===== src/rtl/tiny_vpu_pkg.sv =====
// Shared types and instruction decode helpers for the tiny vector-processing unit.
// Flag positions are fixed; the address field width is chosen by the instantiating module.
package tiny_vpu_pkg;

  localparam int unsigned INSTR_W = 32;

  localparam int unsigned BIT_LOAD_LEFT  = 31;
  localparam int unsigned BIT_LOAD_TOP   = 30;
  localparam int unsigned BIT_SWAP_LEFT  = 29;
  localparam int unsigned BIT_SWAP_TOP   = 28;
  localparam int unsigned BIT_SHIFT_LEFT = 27;
  localparam int unsigned BIT_SHIFT_TOP  = 26;
  localparam int unsigned BIT_ACC_LOAD   = 25;
  localparam int unsigned BIT_ACC_OUT    = 24;
  localparam int unsigned BIT_NOP        = 20;
  localparam int unsigned BIT_CLR_ACC    = 17;
  localparam int unsigned BIT_CLR_ARRAY  = 16;
  localparam int unsigned BIT_CLR_LEFT   = 15;
  localparam int unsigned BIT_CLR_TOP    = 14;

  typedef enum logic [2:0] {
    ST_IDLE   = 3'd0,
    ST_FETCH  = 3'd1,
    ST_DECODE = 3'd2,
    ST_EXEC   = 3'd3,
    ST_MEM    = 3'd4,
    ST_WB     = 3'd5,
    ST_HALT   = 3'd6
  } state_e;

  typedef enum logic [1:0] {
    MOP_LEFT = 2'd0,
    MOP_TOP  = 2'd1,
    MOP_OUT  = 2'd2
  } mem_op_e;

  typedef struct packed {
    logic load_left;
    logic load_top;
    logic swap_left;
    logic swap_top;
    logic shift_left;
    logic shift_top;
    logic acc_load;
    logic acc_out;
    logic clr_acc;
    logic clr_array;
    logic clr_left;
    logic clr_top;
  } instr_flags_t;

  function automatic instr_flags_t decode_flags(input logic [INSTR_W-1:0] instr);
    instr_flags_t f;
    f.load_left  = instr[BIT_LOAD_LEFT];
    f.load_top   = instr[BIT_LOAD_TOP];
    f.swap_left  = instr[BIT_SWAP_LEFT];
    f.swap_top   = instr[BIT_SWAP_TOP];
    f.shift_left = instr[BIT_SHIFT_LEFT];
    f.shift_top  = instr[BIT_SHIFT_TOP];
    f.acc_load   = instr[BIT_ACC_LOAD];
    f.acc_out    = instr[BIT_ACC_OUT];
    f.clr_acc    = instr[BIT_CLR_ACC];
    f.clr_array  = instr[BIT_CLR_ARRAY];
    f.clr_left   = instr[BIT_CLR_LEFT];
    f.clr_top    = instr[BIT_CLR_TOP];
    return f;
  endfunction

  function automatic logic needs_mem(input instr_flags_t f);
    return f.load_left | f.load_top | f.acc_out;
  endfunction

  // MEM groups always run left load, then top load, then accumulator store.
  function automatic mem_op_e first_mem_op(input instr_flags_t f);
    if (f.load_left) return MOP_LEFT;
    if (f.load_top)  return MOP_TOP;
    return MOP_OUT;
  endfunction

endpackage


===== src/rtl/dpram.sv =====
// Simple two-port RAM: one write port, one registered read port (1-cycle latency).
// Contents are not reset.
module dpram #(
  parameter int unsigned WIDTH      = 8,
  parameter int unsigned ADDR_WIDTH = 10
) (
  input  logic                  clk,
  input  logic                  we,
  input  logic [ADDR_WIDTH-1:0] waddr,
  input  logic [WIDTH-1:0]      wdata,
  input  logic [ADDR_WIDTH-1:0] raddr,
  output logic [WIDTH-1:0]      rdata
);

  localparam int unsigned DEPTH = 2 ** ADDR_WIDTH;

  logic [WIDTH-1:0] mem [DEPTH];

  always_ff @(posedge clk) begin
    if (we) mem[waddr] <= wdata;
    rdata <= mem[raddr];
  end

endmodule


===== src/rtl/tiny_fsm_ctrl.sv =====
// Instruction sequencer for the tiny VPU: fetches from an async ROM, decodes flag bits
// and drives the data DPRAM, operand buffers and MAC accumulators.
module tiny_fsm_ctrl
  import tiny_vpu_pkg::*;
#(
  parameter int unsigned DATA_WIDTH    = 8,
  parameter int unsigned MATRIX_SIZE   = 8,
  parameter int unsigned ACC_WIDTH     = 32,
  parameter int unsigned DP_ADDR_WIDTH = 10,
  parameter int unsigned INSTR_WIDTH   = 32,
  parameter int unsigned INSTR_DEPTH   = 256
) (
  input  logic                           clk,
  input  logic                           fsm_rst,
  input  logic                           step,
  input  logic                           run,
  input  logic                           halt,
  output logic [$clog2(INSTR_DEPTH)-1:0] rd_addr,
  input  logic [INSTR_WIDTH-1:0]         rd_data,
  input  logic                           mem_ext_en,
  output logic [$clog2(INSTR_DEPTH)-1:0] pc_out,
  output logic [INSTR_WIDTH-1:0]         curr_instr_out,
  output logic [INSTR_WIDTH-1:0]         next_instr_out,
  output logic [2:0]                     state_out
);

  localparam int unsigned PC_W   = $clog2(INSTR_DEPTH);
  localparam int unsigned BEAT_W = $clog2(MATRIX_SIZE + 1);
  localparam int unsigned PROD_W = 2 * DATA_WIDTH;

  typedef logic [MATRIX_SIZE-1:0][DATA_WIDTH-1:0] lanes_t;
  typedef logic [MATRIX_SIZE-1:0][ACC_WIDTH-1:0]  accs_t;

  state_e                   state_q, state_d;
  logic [PC_W-1:0]          pc_q, pc_d;
  logic [INSTR_WIDTH-1:0]   curr_instr_q, curr_instr_d;
  logic [INSTR_WIDTH-1:0]   next_instr_q, next_instr_d;
  logic                     halt_pend_q, halt_pend_d;
  mem_op_e                  mem_op_q, mem_op_d;
  logic [BEAT_W-1:0]        beat_q, beat_d;
  lanes_t                   left_act_q, left_act_d;
  lanes_t                   left_sh_q, left_sh_d;
  lanes_t                   top_act_q, top_act_d;
  lanes_t                   top_sh_q, top_sh_d;
  accs_t                    acc_q, acc_d;

  instr_flags_t             flags;
  logic [PC_W-1:0]          pc_plus1;
  logic [DP_ADDR_WIDTH-1:0] beat_addr;
  logic                     last_beat;
  logic                     more_ops;
  mem_op_e                  next_op;
  lanes_t                   swap_tmp;
  logic [PROD_W-1:0]        prod;

  logic                     dp_we_c;
  logic [DP_ADDR_WIDTH-1:0] dp_waddr_c;
  logic [DATA_WIDTH-1:0]    dp_wdata_c;
  logic [DP_ADDR_WIDTH-1:0] dp_raddr_c;
  logic [DATA_WIDTH-1:0]    dp_rdata;

  dpram #(
    .WIDTH      (DATA_WIDTH),
    .ADDR_WIDTH (DP_ADDR_WIDTH)
  ) DPRAM (
    .clk   (clk),
    .we    (dp_we_c),
    .waddr (dp_waddr_c),
    .wdata (dp_wdata_c),
    .raddr (dp_raddr_c),
    .rdata (dp_rdata)
  );

  assign flags     = decode_flags(INSTR_W'(curr_instr_q));
  assign pc_plus1  = (pc_q == PC_W'(INSTR_DEPTH - 1)) ? '0 : pc_q + PC_W'(1);
  assign beat_addr = curr_instr_q[DP_ADDR_WIDTH-1:0] + DP_ADDR_WIDTH'(beat_q);
  assign last_beat = (beat_q == BEAT_W'(MATRIX_SIZE));

  // Which MEM group follows the current one, if any.
  always_comb begin
    more_ops = 1'b0;
    next_op  = MOP_OUT;
    if (mem_op_q == MOP_LEFT && flags.load_top) begin
      more_ops = 1'b1;
      next_op  = MOP_TOP;
    end else if (mem_op_q != MOP_OUT && flags.acc_out) begin
      more_ops = 1'b1;
      next_op  = MOP_OUT;
    end
  end

  always_comb begin
    state_d      = state_q;
    pc_d         = pc_q;
    curr_instr_d = curr_instr_q;
    next_instr_d = next_instr_q;
    halt_pend_d  = halt_pend_q;
    mem_op_d     = mem_op_q;
    beat_d       = beat_q;
    left_act_d   = left_act_q;
    left_sh_d    = left_sh_q;
    top_act_d    = top_act_q;
    top_sh_d     = top_sh_q;
    acc_d        = acc_q;
    swap_tmp     = '0;
    prod         = '0;
    rd_addr      = pc_q;
    dp_we_c      = 1'b0;
    dp_waddr_c   = beat_addr;
    dp_wdata_c   = '0;
    dp_raddr_c   = beat_addr;

    case (state_q)
      ST_IDLE: begin
        halt_pend_d = 1'b0;
        if ((run || step) && !halt) state_d = ST_FETCH;
      end

      ST_FETCH: begin
        curr_instr_d = rd_data;
        state_d      = ST_DECODE;
      end

      ST_DECODE: begin
        rd_addr      = pc_plus1;
        next_instr_d = rd_data;
        if (needs_mem(flags)) begin
          if (!mem_ext_en) begin
            state_d  = ST_MEM;
            mem_op_d = first_mem_op(flags);
            beat_d   = '0;
          end
        end else begin
          state_d = ST_EXEC;
        end
      end

      // Beat k issues address base+k; read data for lane k-1 lands on beat k.
      ST_MEM: begin
        case (mem_op_q)
          MOP_LEFT: begin
            for (int i = 0; i < int'(MATRIX_SIZE); i++)
              if (beat_q == BEAT_W'(i + 1)) left_sh_d[i] = dp_rdata;
          end
          MOP_TOP: begin
            for (int i = 0; i < int'(MATRIX_SIZE); i++)
              if (beat_q == BEAT_W'(i + 1)) top_sh_d[i] = dp_rdata;
          end
          default: begin
            dp_we_c = !last_beat;
            for (int i = 0; i < int'(MATRIX_SIZE); i++)
              if (beat_q == BEAT_W'(i)) dp_wdata_c = acc_q[i][DATA_WIDTH-1:0];
          end
        endcase
        if (last_beat) begin
          beat_d = '0;
          if (more_ops) mem_op_d = next_op;
          else          state_d  = ST_EXEC;
        end else begin
          beat_d = beat_q + BEAT_W'(1);
        end
      end

      // Clears, then swaps, then shifts, then multiply-accumulate on the active buffers.
      ST_EXEC: begin
        if (flags.clr_left) begin
          left_act_d = '0;
          left_sh_d  = '0;
        end
        if (flags.clr_top) begin
          top_act_d = '0;
          top_sh_d  = '0;
        end
        if (flags.clr_acc || flags.clr_array) acc_d = '0;
        if (flags.swap_left) begin
          swap_tmp   = left_act_d;
          left_act_d = left_sh_d;
          left_sh_d  = swap_tmp;
        end
        if (flags.swap_top) begin
          swap_tmp  = top_act_d;
          top_act_d = top_sh_d;
          top_sh_d  = swap_tmp;
        end
        if (flags.shift_left) left_act_d = {left_act_d[MATRIX_SIZE-2:0], DATA_WIDTH'(0)};
        if (flags.shift_top)  top_act_d  = {top_act_d[MATRIX_SIZE-2:0], DATA_WIDTH'(0)};
        if (flags.acc_load) begin
          for (int i = 0; i < int'(MATRIX_SIZE); i++) begin
            prod     = PROD_W'(left_act_d[i]) * PROD_W'(top_act_d[i]);
            acc_d[i] = acc_d[i] + ACC_WIDTH'(prod);
          end
        end
        state_d = ST_WB;
      end

      ST_WB: begin
        pc_d        = pc_plus1;
        halt_pend_d = 1'b0;
        if (run && !halt && !halt_pend_q) state_d = ST_FETCH;
        else                              state_d = ST_IDLE;
      end

      default: state_d = ST_IDLE;
    endcase

    // A halt seen mid-instruction is remembered until the next instruction boundary.
    if (halt && (state_q == ST_FETCH || state_q == ST_DECODE ||
                 state_q == ST_MEM   || state_q == ST_EXEC))
      halt_pend_d = 1'b1;
  end

  always_ff @(posedge clk) begin
    if (fsm_rst) begin
      state_q      <= ST_IDLE;
      pc_q         <= '0;
      curr_instr_q <= '0;
      next_instr_q <= '0;
      halt_pend_q  <= 1'b0;
      mem_op_q     <= MOP_LEFT;
      beat_q       <= '0;
      left_act_q   <= '0;
      left_sh_q    <= '0;
      top_act_q    <= '0;
      top_sh_q     <= '0;
      acc_q        <= '0;
    end else begin
      state_q      <= state_d;
      pc_q         <= pc_d;
      curr_instr_q <= curr_instr_d;
      next_instr_q <= next_instr_d;
      halt_pend_q  <= halt_pend_d;
      mem_op_q     <= mem_op_d;
      beat_q       <= beat_d;
      left_act_q   <= left_act_d;
      left_sh_q    <= left_sh_d;
      top_act_q    <= top_act_d;
      top_sh_q     <= top_sh_d;
      acc_q        <= acc_d;
    end
  end

  assign state_out      = state_q;
  assign pc_out         = pc_q;
  assign curr_instr_out = curr_instr_q;
  assign next_instr_out = next_instr_q;

endmodule


===== config.mk =====
export PLATFORM = sky130hd
export DESIGN_NAME = tiny_fsm_ctrl
export DESIGN_NICKNAME = d
export VERILOG_FILES = /design/src/rtl/tiny_vpu_pkg.sv /design/src/rtl/dpram.sv /design/src/rtl/tiny_fsm_ctrl.sv
export SDC_FILE = /design/constraint.sdc
export NUM_CORES = 1
export LEC_CHECK = 0
export CELL_PAD_IN_SITES_DETAIL_PLACEMENT = 1
export CELL_PAD_IN_SITES_GLOBAL_PLACEMENT = 2
export CORE_MARGIN = 2
export CORE_UTILIZATION = 24
export CTS_CLUSTER_SIZE = 40
export DETAILED_ROUTE_END_ITERATION = 10
export PLACE_DENSITY_LB_ADDON = 0.1
export SETUP_SLACK_MARGIN = 0.05
export SLEW_MARGIN = 20
export SYNTH_ARGS = -nofsm -noshare
export SYNTH_HDL_FRONTEND = slang
export SYNTH_SLANG_ARGS = --single-unit

===== constraint.sdc =====
create_clock -name clk -period 1.9 [get_ports clk]
set_input_delay 0.475 -clock clk [delete_from_list [all_inputs] [get_ports clk]]
set_output_delay 0.475 -clock clk [all_outputs]
set_load 0.005 [all_outputs]

==> flow_summary.yaml <==
status:
  outcome: "finished with violations"
  violations: "setup timing"
drt:
  drtPass1Iterations: 4
  via_per_inst: 4.58
  drc: 0
  ant_nets: 0
  wl_per_cell_microns: 15.7
  via_count: 3464
  wirelength_microns: 11900
  drt_iter0_markers: 137
global_route:
  grt_pass1_vias: 3507
  grt_max_degree: 38
  grt_overflow: 0
  grt_pass1_wl_microns: 18600
  antenna_found_initial: 0
  grt_use_total_pct: 16.2
layout:
  mostFrequentLayoutCell: "nand2_1"
  nets: 613
  drive_gt1_share_pct: 18.4
  area_growth_pct: 60.8
  antenna_cells: 0
  layout_common_cells: "nand2_1 (137), clkdlybuf4s50_1 (107), a21oi_1 (76), dfxtp_1 (72), buf_4 (26)"
pwr:
  power.leakage_uw: 0.00199
  power_uw: 4490
  ir_drop_mv: 0.438
  p_per_area_nw_per_um2: 825
placement:
  gp_congestion: 0.814
  dp_hpwl_microns: 7800
  port-buffer-count: 120
sta:
  period_needed_ns: 2.07
  fin_worst_skew_ns: 0.0104
  setup_viol: 7
  setup_tns_ns: -0.721
  hold_viol: 0
  final_max_slew_viol_count: 0
  worst_pin_slew_ns: 0.438
  fin_crit_sh_pct: 109
  setup_slack_ns: -0.168
  max_freq_mhz: 484
  slew_headroom_pct: 70.8
  rsz0062_at_grt: "yes"
synthesis:
  synth_area_sq_um: 3390
  synth_seq_cells: 82
  async_flop_share_pct: 0
  synth_flop_cell: "dfxtp_1"
  synth-seq-area-share_pct: 48.5
  yosysWarningCount: 0
  ys_types: 41
  synthesis.nets: 471
  synth_edf_count: 0
  avgSynthCellArea_sq_um: 7.87
  synthCells: 430
cts:
  cts_sinks: 82
  cts_buffers: 9
  cts_hold_buf: 0
  clkLatencyLatePin_ns: 0.35
  clock-root-buffer: "clkbuf_16"
  htreeDepth: 3
  clkTransAtPathRegs_ns: 0.07
  cts_tree: "built"
  cts_buffer_depth: 2
worst_setup_path:
  crit_path_max_incr_delay_ns: 0.35
  crit_slowest_cell: "dfxtp_2"
  start_kind: "flop"
  r2r_cells: 8
  critPathRequiredTime_ns: 1.42
  path_class: "flop to output pin"
  arrival_ns: 1.59
  crit_chain: "ha_4 -> and4_4 -> buf_6 -> a31oi_4 -> o21ai_2 -> o31ai_2 -> buf_2"
  worstPathMaxFanout: 4
  worst_setup_path_end_kind: "output pin"
floorplanning:
  start_util_pct: 24.5
  dieArea_sq_um: 15100
  num_io_pins: 121
  die_w_microns: 123
  die_h_microns: 123
  core_sq_um: 13800
  num_rows: 43
worst_hold_path:
  hold_class: "flop to flop"
  holdPathStages: 2
flow_run:
  maxCapViolations: 0
cell type report:
| class | instances | area [sq um] |
|---|---|---|
| fillers | 1662 | 8380 |
| multi-input cells | 309 | 1670 |
| flip-flops and latches | 82 | 1650 |
| repair buffers | 165 | 1590 |
| clock buffers | 11 | 233 |
| well taps | 180 | 225 |
| clock inverters | 5 | 55.1 |
| inverters | 5 | 18.8 |
metrics by stage:
step / instances / setup WS [ns] / hold WS [ns] / util, % / area [sq um]
finish: 757 / -0.168 / 0.455 / 39.4 / 5440
global placement: 723 / -0.281 / 0.441 / 35.3 / 4880
global route: 757 / -0.258 / 0.476 / 39.4 / 5440
CTS: 750 / -0.154 / 0.459 / 38.4 / 5310
floorplan: 430 / 0.101 / 0.453 / - / 3390
detailed placement: 723 / -0.284 / 0.450 / 35.3 / 4880
layer usage:
metal / part of all wire [%] / up-vias / GRT usage (%) / wire length, microns
met2: 48 / 71 / 25.8 / 5720
met1: 45 / 1666 / 20.2 / 5340
li1: - / 1718 / - / -
met5: 0 / - / 0 / 0
met4: 1.3 / 0 / 5.75 / 156
met3: 5.8 / 9 / 5.48 / 694
critical path, delay by kind of cell, from the launching register on:
kind | cells | cell delay (ns)
AOI/OAI and AO/OA | 3 | 0.29
adders and majority gates | 1 | 0.13
buffers and inverters | 2 | 0.26
DFF | 1 | 0.35
and+or+nand+nor | 1 | 0.21
where the power goes:
| part | internal (uW) | switching (uW) |
|---|---|---|
| clock network | 1010 | 724 |
| logic | 436 | 419 |
| registers | 1830 | 66.2 |
| total | 3280 | 1210 |
synth_stat cells (2+ instances only):
master / instances / area (sq um)
xor2_1: 3 / 26.3
o21ai_0: 7 / 35.0
inv_1: 5 / 18.8
nand4_1: 3 / 18.8
dfxtp_1: 82 / 1640
ha_1: 3 / 37.5
o21a_1: 2 / 15.0
a31oi_1: 2 / 12.5
o21ai_1: 2 / 10.0
a21oi_1: 77 / 385
nand2_1: 142 / 533
xnor2_1: 3 / 26.3
or3_1: 2 / 12.5
nor3_1: 2 / 10.0
and3_1: 2 / 12.5
or2_2: 2 / 12.5
clkbuf_1: 15 / 56.3
a211oi_1: 3 / 22.5
nand3_1: 7 / 35.0
mux2i_1: 3 / 30.0
nand3b_1: 6 / 45.0
a311oi_2: 2 / 30.0
a41oi_1: 3 / 26.3
nand2b_1: 6 / 37.5
buf_2: 18 / 90.1
nor3b_4: 2 / 37.5
nor2_1: 12 / 45.0
logic make-up after synthesis:
logic type	count (synthesis)	synth area share, %
simple gates	192	24.9
flops	82	48.5
fa+ha+maj	3	1.11
xor+xnor	6	1.55
buf+inv	39	5.10
mux	3	0.887
compound gates	105	17.9
state kept, by name, indices dropped and copies added, names as in the netlist:
signal          cells
beat_q              4
curr_instr_out     32
halt_pend_q         1
mem_op_q            2
next_instr_out     32
pc_out              8
state_out           3
final timing paths:
| check | start | end | slack, ns |
|---|---|---|---|
| max reg2reg | state_out[0]$_SDFFE_PP0P_ | beat_q[2]$_SDFFE_PP0P_ | 0.19 |
| max | pc_out[1]$_SDFFE_PP0N_ | rd_addr[7] | -0.17 |
| min | curr_instr_out[17]$_SDFFE_PP0N_ | curr_instr_out[17]$_SDFFE_PP0N_ | 0.45 |
| min reg2reg | curr_instr_out[17]$_SDFFE_PP0N_ | curr_instr_out[17]$_SDFFE_PP0N_ | 0.45 |
timing repair:
action / CTS / global route
pin swaps: 12 / 10
setup buffers: 12 / 7
endpoints found under the setup margin: 15 / 16
gates cloned: 0 / 1
gates resized for setup: 66 / 25
(Power assumes the default switching activity.)
